===== src/rtl/uart_pkg.sv =====
// -----------------------------------------------------------------------------
// uart_pkg
//   Definitions shared by the UART receiver and transmitter.
//   - UART_CLKS_PER_BIT : default clk cycles per serial bit
//   - uart_state_e      : receiver FSM state encoding (3 bits)
// -----------------------------------------------------------------------------
package uart_pkg;

    localparam int unsigned UART_CLKS_PER_BIT = 16;

    typedef enum logic [2:0] {
        IDLE      = 3'd0,
        START     = 3'd1,
        DATA      = 3'd2,
        STOP      = 3'd3,
        WAIT_HIGH = 3'd4
    } uart_state_e;

endpackage


===== src/rtl/uart_sync.sv =====
// -----------------------------------------------------------------------------
// uart_sync
//   Two-flop synchronizer for the asynchronous serial line. Both flops reset
//   to 1 so the line reads as idle straight out of reset.
//   Ports:
//     clk  in  sole clock
//     rst  in  synchronous, active-high reset
//     d_i  in  asynchronous input
//     q_o  out synchronized output (two clk cycles of latency)
// -----------------------------------------------------------------------------
module uart_sync (
    input  logic clk,
    input  logic rst,
    input  logic d_i,
    output logic q_o
);

    logic s1_q;
    logic s2_q;

    always_ff @(posedge clk) begin
        if (rst) begin
            s1_q <= 1'b1;
            s2_q <= 1'b1;
        end else begin
            s1_q <= d_i;
            s2_q <= s1_q;
        end
    end

    assign q_o = s2_q;

endmodule


===== src/rtl/uart_rx.sv =====
// -----------------------------------------------------------------------------
// uart_rx
//   8N1 serial receiver. The line is synchronized, the start bit is confirmed
//   at its midpoint, and every following bit is sampled one bit time later,
//   i.e. in the middle of each bit. Good bytes appear on data_out with a
//   one-cycle data_valid pulse; a low stop bit gives a one-cycle frame_err
//   pulse and the byte is dropped.
//   Ports:
//     clk        in   sole clock
//     rst        in   synchronous, active-high reset
//     i_bit      in   asynchronous serial line, idles high
//     data_out   out  last good byte, held until the next good frame
//     data_valid out  1-cycle pulse, data_out updated this cycle
//     frame_err  out  1-cycle pulse, stop bit sampled low
//     busy       out  high in every state except IDLE
//     state_dbg  out  current FSM state, for observation only
// -----------------------------------------------------------------------------
module uart_rx
    import uart_pkg::*;
#(
    parameter int unsigned CLKS_PER_BIT = UART_CLKS_PER_BIT,
    parameter int unsigned DATA_BITS    = 8
) (
    input  logic                 clk,
    input  logic                 rst,
    input  logic                 i_bit,
    output logic [DATA_BITS-1:0] data_out,
    output logic                 data_valid,
    output logic                 frame_err,
    output logic                 busy,
    output logic [2:0]           state_dbg
);

    localparam int CNT_W = $clog2(CLKS_PER_BIT);
    localparam int IDX_W = (DATA_BITS > 1) ? $clog2(DATA_BITS) : 1;

    localparam logic [CNT_W-1:0] HALF_M1  = CNT_W'(CLKS_PER_BIT / 2 - 1);
    localparam logic [CNT_W-1:0] BIT_M1   = CNT_W'(CLKS_PER_BIT - 1);
    localparam logic [CNT_W-1:0] CNT_ONE  = CNT_W'(1);
    localparam logic [IDX_W-1:0] IDX_LAST = IDX_W'(DATA_BITS - 1);
    localparam logic [IDX_W-1:0] IDX_ONE  = IDX_W'(1);

    logic rx_s;

    uart_sync u_sync (
        .clk (clk),
        .rst (rst),
        .d_i (i_bit),
        .q_o (rx_s)
    );

    uart_state_e          state_q, state_d;
    logic [CNT_W-1:0]     cnt_q,   cnt_d;
    logic [IDX_W-1:0]     idx_q,   idx_d;
    logic [DATA_BITS-1:0] shift_q, shift_d;
    logic [DATA_BITS-1:0] data_q,  data_d;
    logic                 valid_q, valid_d;
    logic                 err_q,   err_d;

    always_ff @(posedge clk) begin
        if (rst) begin
            state_q <= IDLE;
            cnt_q   <= '0;
            idx_q   <= '0;
            shift_q <= '0;
            data_q  <= '0;
            valid_q <= 1'b0;
            err_q   <= 1'b0;
        end else begin
            state_q <= state_d;
            cnt_q   <= cnt_d;
            idx_q   <= idx_d;
            shift_q <= shift_d;
            data_q  <= data_d;
            valid_q <= valid_d;
            err_q   <= err_d;
        end
    end

    always_comb begin
        state_d = state_q;
        cnt_d   = cnt_q;
        idx_d   = idx_q;
        shift_d = shift_q;
        data_d  = data_q;
        valid_d = 1'b0;
        err_d   = 1'b0;

        case (state_q)
            IDLE: begin
                if (!rx_s) begin
                    state_d = START;
                    cnt_d   = '0;
                end
            end

            // Re-check the line half a bit in; a high line here was a glitch.
            START: begin
                if (cnt_q == HALF_M1) begin
                    if (!rx_s) begin
                        state_d = DATA;
                        cnt_d   = '0;
                        idx_d   = '0;
                    end else begin
                        state_d = IDLE;
                    end
                end else begin
                    cnt_d = cnt_q + CNT_ONE;
                end
            end

            DATA: begin
                if (cnt_q == BIT_M1) begin
                    shift_d[idx_q] = rx_s;
                    cnt_d          = '0;
                    if (idx_q == IDX_LAST) begin
                        state_d = STOP;
                    end else begin
                        idx_d = idx_q + IDX_ONE;
                    end
                end else begin
                    cnt_d = cnt_q + CNT_ONE;
                end
            end

            // Decide at mid-stop and return to IDLE at once, so a start bit
            // directly after the stop bit is caught.
            STOP: begin
                if (cnt_q == BIT_M1) begin
                    cnt_d = '0;
                    if (rx_s) begin
                        data_d  = shift_q;
                        valid_d = 1'b1;
                        state_d = IDLE;
                    end else begin
                        err_d   = 1'b1;
                        state_d = WAIT_HIGH;
                    end
                end else begin
                    cnt_d = cnt_q + CNT_ONE;
                end
            end

            // A held-low line (break) must not be parsed as further frames.
            WAIT_HIGH: begin
                if (rx_s) begin
                    state_d = IDLE;
                end
            end

            default: begin
                state_d = IDLE;
            end
        endcase
    end

    assign data_out   = data_q;
    assign data_valid = valid_q;
    assign frame_err  = err_q;
    assign busy       = (state_q != IDLE);
    assign state_dbg  = state_q;

endmodule

===== config.mk =====
export PLATFORM = sky130hd
export DESIGN_NAME = uart_rx
export DESIGN_NICKNAME = d
export VERILOG_FILES = /design/src/rtl/uart_pkg.sv /design/src/rtl/uart_sync.sv /design/src/rtl/uart_rx.sv
export SDC_FILE = /design/constraint.sdc
export NUM_CORES = 1
export LEC_CHECK = 0
export CAP_MARGIN = 20
export CORE_UTILIZATION = 55
export CTS_CLUSTER_SIZE = 12
export DETAILED_ROUTE_END_ITERATION = 7
export PLACE_DENSITY_LB_ADDON = 0.25
export SETUP_SLACK_MARGIN = 0.4
export SYNTH_ARGS = -nofsm -noshare
export SYNTH_HDL_FRONTEND = slang
export SYNTH_SLANG_ARGS = --single-unit

===== constraint.sdc =====
create_clock -name clk -period 3.1 [get_ports clk]
set_input_delay 0.31 -clock clk [delete_from_list [all_inputs] [get_ports clk]]
set_output_delay 0.31 -clock clk [all_outputs]
set_load 0.005 [all_outputs]

---- After elaboration in Yosys (flattened, before gate mapping) ----
Index checks and enable logic that the tools add are counted.
word-level totals
  register bits ........................... 30
  latch bits .............................. 0
  memory bits (writable) .................. 0
  ROM bits ................................ 0
  bits of input ports ..................... 3
  logic and storage cells ................. 64
  memories ................................ 0
operators by class
  add/subtract/negate cells ............... 2
  multipliers ............................. 0
  divide/modulo/power cells ............... 0
  $lt $le $gt $ge ......................... 2
  eq/ne operators ......................... 15
  shift operators ......................... 0
  muxes and demuxes ....................... 23
  bitwise logic cells ..................... 2
  reductions and logical operators ........ 11
operator list
  operator             number
  $mux 3               11
  $pmux 3 s5           1
  $ne 2x2->1 const B   7
  $mux 4               3
  $pmux 4 s3           1
  $bwmux 8             1
  $eq 3x2->1 const B   2
  $eq 3x3->1 const B   2
  $pmux 3 s2           1
  $reduce_and 6->1     1
  $reduce_bool 3->1    2
  $reduce_and 5->1     1
  $add 4x1->4 const B  1
  $eq 4x3->1 const B   1
  $eq 4x4->1 const B   1
  $lt 3x4->1 const B   1
  $add 3x1->3 const B  1
  $demux 1 s3          1
  $eq 3x1->1 const B   1
  $ge 3x1->1 const B   1
  $logic_not 3->1      1
  $mux 1               3
  $reduce_and 3->1     1
  $reduce_or 3->1      1
  7 further kinds      8

---- Logic depth before layout (Yosys ltp) ----
  word-level depth ........................ 5
  depth in mapped cells ................... 7
  depth with buffers taken out ............ 5

---- By module ----
A second synthesis with hierarchy kept.
second synthesis, totals
  cell total of the unflattened synthesis .. 148
  area total of the unflattened synthesis .. 1375.1 µm²
modules (own cells, without submodules)
  module     instances  cells an instance  area each (µm²)  sequential area each (µm²)
  uart_rx    1          144                1322.5           560.5
  uart_sync  1          4                  52.6             40.0

---- Worst setup path before layout ----
No wires, ideal clock.
  kind .................................... register to register
  from .................................... reg cnt_q[0]
  to ...................................... reg idx_q[0]
  library setup time ...................... 0.123 ns
  arrival ................................. 1.483 ns
  path slack .............................. 1.494 ns
  cell stages (with the launch flop) ...... 6
  period minus slack after synthesis ...... 1.606 ns
  cell sequence ........................... dfxtp_1 ha_1 nand2_1 nor4_1 a21o_2 mux2_1
between the ends
  longest elaborated chain between the ends .. 3
  elaborated cells between the ends (all ways) .. 5
  classes of those cells .................. eq/ne (4); reduce/logical (1)
ends and longest elaborated chain
  item                                      line                           RTL
  start, declared                           uart_rx.sv:53                  logic [CNT_W-1:0] cnt_q, cnt_d;
  start signal, assigned                    uart_rx.sv:71                  cnt_q <= cnt_d;
  $eq 4x4->1 or $eq 4x3->1 (tied branches)  uart_rx.sv:113, uart_rx.sv:99
  $ne 2x2->1 (no line)                      --
  $reduce_and 5->1 (no line) *              --
  end signal, assigned                      uart_rx.sv:72                  idx_q <= idx_d;
  end, declared                             uart_rx.sv:54                  logic [IDX_W-1:0] idx_q, idx_d;
Every way passes the cells marked *; elsewhere a longest branch is shown, timed or not.
A chain may end at the register's enable or synchronous reset.

---- Final worst setup path ----
  from .................................... reg state_q[0], in the netlist state_dbg[0]
  to ...................................... out busy
between the ends
  longest elaborated chain between the ends .. 1
ends and longest elaborated chain
  item                    line            RTL
  start, declared         uart_rx.sv:52   uart_state_e state_q, state_d;
  start signal, assigned  uart_rx.sv:70   state_q <= state_d;
  $reduce_bool 3->1       uart_rx.sv:160  assign busy = (state_q != IDLE);
  end, declared           uart_rx.sv:30   output logic busy,
No other way between the ends.

==> out/qor.csv <==
stage,metric,value,unit
clock_network,CTS buffer count,5,
layout,"Net count, final",171,
clock_network,setup bufs post-CTS,0,
synthesis,Unique masters post-synth,38,
detailed_routing,DRC viols,0,
synthesis,syn_nets,157,
clock_network,clk root buf,clkbuf_4,
worst_setup_path,critical path class,flop to primary output,
worst_setup_path,CP startpoint kind,flop,
detailed_routing,wire length per cell,14.3,microns
global_route,largest net degree at the start of global routing,23,
worst_setup_path,Worst Path Max Fanout,14,
worst_setup_path,Max stage delay on crit path,0.47,ns
synthesis,number of synthesized flops with an enable pin,0,
clock_network,Clock Latency Late Sink,0.32,ns
power_and_ir_drop,PD cells,415,mW/mm^2
placement,Detail Placement HPWL,1940,microns
clock_network,CTS Buffer Depth,2,
timing,period utilization,63.1,%
synthesis,synth warn,0,
global_route,grt total ovfl,0,
global_route,GRT Util Overall,24.3,%
timing,final-report hold violation count,0,
clock_network,TritonCTS clock tree,yes,
min_path,hold path depth,1,
clock_network,post-cts gate resize count,0,
timing,Setup-failing EPs final,0,
detailed_routing,drt pass-1 iters,5,
clock_network,Hold Buf Count CTS,0,
synthesis,Synth async-reset ratio,0,%
timing,WHS,0.428,ns
placement,port bufs,16,
worst_setup_path,crit path cell chain,or3_1 > clkdlybuf4s50_1,
min_path,Worst Hold Endpoint,u_sync.q_o,
detailed_routing,DRT met1 WL,1240,microns
min_path,worst hold path class,flop to flop,
power_and_ir_drop,NetSw,0.149,mW
clock_network,Clock Sinks,30,
worst_setup_path,R2R setup slack,1.28,ns
floorplanning,die area,0.00273,sq mm
timing,Final min period,1.96,ns
worst_setup_path,FF-to-FF End,idx_q[0],
worst_setup_path,Worst Path Buf+Inv,1,
timing,Max Freq,511,MHz
detailed_routing,Initial DRC Count,38,
layout,Diodes inserted,0,
power_and_ir_drop,power share of the clock group,36.1,%
worst_setup_path,depth of the most critical reg-to-reg path,5,
timing,normalized max-slew margin,63.5,%
power_and_ir_drop,Leak,0.699,nW
clock_network,clk slew on worst S/H paths,0.09,ns
floorplanning,Chip Width,52.3,microns
layout,share of layout cells above drive strength 1,10.2,%
layout,Final Util,69.3,%
worst_setup_path,Critical Path RT,2.79,ns
synthesis,Netlist Area Pre-Place,0.00139,sq mm
global_route,vias in the first global route,1076,
floorplanning,Initial Util,60.5,%
timing,Setup TNS,0,ns
worst_setup_path,"Arr. time, crit path",1.65,ns
detailed_routing,drt total wl,2770,microns
layout,layout filler cell count,191,
detailed_routing,antenna-violating nets left,0,
worst_setup_path,r2r startpoint,cnt_q[0],
floorplanning,row cnt,17,
layout,area delta synth->final,14.6,%
synthesis,Synth Area per Inst,9.20,sq um
floorplanning,Core Area,0.00230,sq mm
detailed_routing,Vias,1145,
detailed_routing,max layer used,met4,
power_and_ir_drop,Net Sw Frac,22.6,%
detailed_routing,wire length on met3,173,microns
placement,Placed Area,0.00153,sq mm
global_route,first-pass GRT wire length,4730,microns
timing,final-report max-slew violation count,0,
worst_setup_path,Crit path max-delay family,flip-flops,
power_and_ir_drop,Gate power share,4.2,%
power_and_ir_drop,Pint,0.511,mW
synthesis,cell count after synthesis,151,
worst_setup_path,CP Capture Type,primary output,
global_route,initial antenna violation count,0,
synthesis,Synth Flop Type,dfxtp_1,
outcome,status,finished clean,
timing,unrepaired setup endpoints after global routing,false,
detailed_routing,WL met2,1320,microns
power_and_ir_drop,Seq pwr share,59.7,%
min_path,min-delay src,u_sync.s1_q,
floorplanning,Die Y-Extent,52.3,microns
worst_setup_path,CP max stage cell,dfxtp_1,
layout,final instance area,0.00159,sq mm
power_and_ir_drop,Worst VDD drop,0.313,mV
timing,worst clock skew,0.00786,ns
synthesis,post-synthesis sequential area ratio,43.2,%
clock_network,CTS H-tree depth,2,
job,Max-cap violations,0,
floorplanning,# IOs,17,
timing,Slew @ Worst Pin,0.547,ns
synthesis,synthesized flop and latch total,30,
placement,routability cong.,0.832,
detailed_routing,via-per-instance ratio,5.90,
## worst register-to-register path, cell delays in order (launching register included)
cell	delay, ns
dfxtp_1	0.40
ha_1	0.30
nand2_1	0.18
nor4_1	0.32
a21o_2	0.18
mux2_1	0.33
## cell families after synthesis
logic type               Yosys count  synth area share, %
AO/OA/AOI/OAI                     17                 9.46
adder cells (fa/ha/maj)            3                 2.70
buffers and inverters             11                 4.59
flip-flops                        30                 43.2
multiplexers                      19                 13.8
AND/OR/NAND/NOR                   71                 26.2
## cell usage in the layout (no fill, tap or decap), types with 2 or more instances in the layout
cell	count
dfxtp_1	30
nor2_1	25
mux2i_1	18
clkdlybuf4s50_1	16
nand3_1	8
nand2_1	6
nand2b_1	6
nor2b_1	5
clkbuf_4	5
nor3_1	4
or2_2	4
a21oi_1	3
nor4_1	3
nand4_1	3
ha_1	3
or3_1	2
a31oi_1	2
## registers in the layout, summed over array words and instances, names as in the netlist
signal	cells
cnt_q	4
data_out	8
data_valid	1
frame_err	1
idx_q	3
shift_q	8
state_dbg	3
u_sync.q_o	1
u_sync.s1_q	1
## worst max path at each step
stage                      start       end  slack, ns  depth (start not counted)
detailed placement      cnt_q[0]  idx_q[0]       1.31                          5
floorplan               cnt_q[0]  idx_q[0]       1.49                          5
global placement        cnt_q[0]  idx_q[0]       1.41                          5
CTS                 state_dbg[1]      busy       1.14                          2
global route        state_dbg[0]      busy       1.06                          2
finish              state_dbg[0]      busy       1.14                          2
## synth_stat cells, types with 2 or more instances
master / number / area [sq um]
nor2_1: 25 / 93.8
or2_2: 4 / 25.0
mux2i_1: 18 / 180
buf_6: 2 / 22.5
nand2b_1: 6 / 37.5
nor4_1: 3 / 18.8
dfxtp_1: 30 / 601
a31oi_1: 2 / 12.5
nor2b_1: 5 / 31.3
nand2_1: 6 / 22.5
nand4_1: 3 / 18.8
buf_2: 3 / 15.0
or3_1: 2 / 12.5
ha_1: 3 / 37.5
a21oi_1: 3 / 15.0
clkbuf_1: 4 / 15.0
nor3_1: 4 / 20.0
nand3_1: 8 / 40.0
## metrics by stage
step	setup WS (ns)	power, mW	instances
floorplan	1.49	0.420	151
global route	1.06	0.690	194
detailed placement	1.31	0.431	186
finish	1.14	0.660	194
global placement	1.41	0.429	186
CTS	1.14	0.666	194
## power by group through the flow
stage / Sequential [mW] / Clock [mW] / Combinational, mW
finish: 0.394 / 0.238 / 0.0279
global route: 0.395 / 0.265 / 0.0306
CTS: 0.394 / 0.244 / 0.0279
detailed placement: 0.403 / 0 / 0.0277
global placement: 0.403 / 0 / 0.0263
floorplan: 0.399 / 0 / 0.0209
## final cells by class
| type | count | area [sq um] | share of cell area, % |
|---|---|---|---|
| clock buffer | 7 | 55.1 | 3.46 |
| inverter | 1 | 3.75 | 0.236 |
| tap | 28 | 35.0 | 2.20 |
| multi-input combinational | 110 | 724 | 45.5 |
| clock inverter | 1 | 5.00 | 0.314 |
| timing repair buffer | 17 | 168 | 10.5 |
| sequential | 30 | 601 | 37.7 |
## per-layer routing
layer	global-route usage, %	up-vias
met5	0	-
met4	9.21	0
met2	38.7	49
met1	29.9	529
li1	-	561
met3	8.70	6
Note: power is estimated with default switching activity, not from simulation.
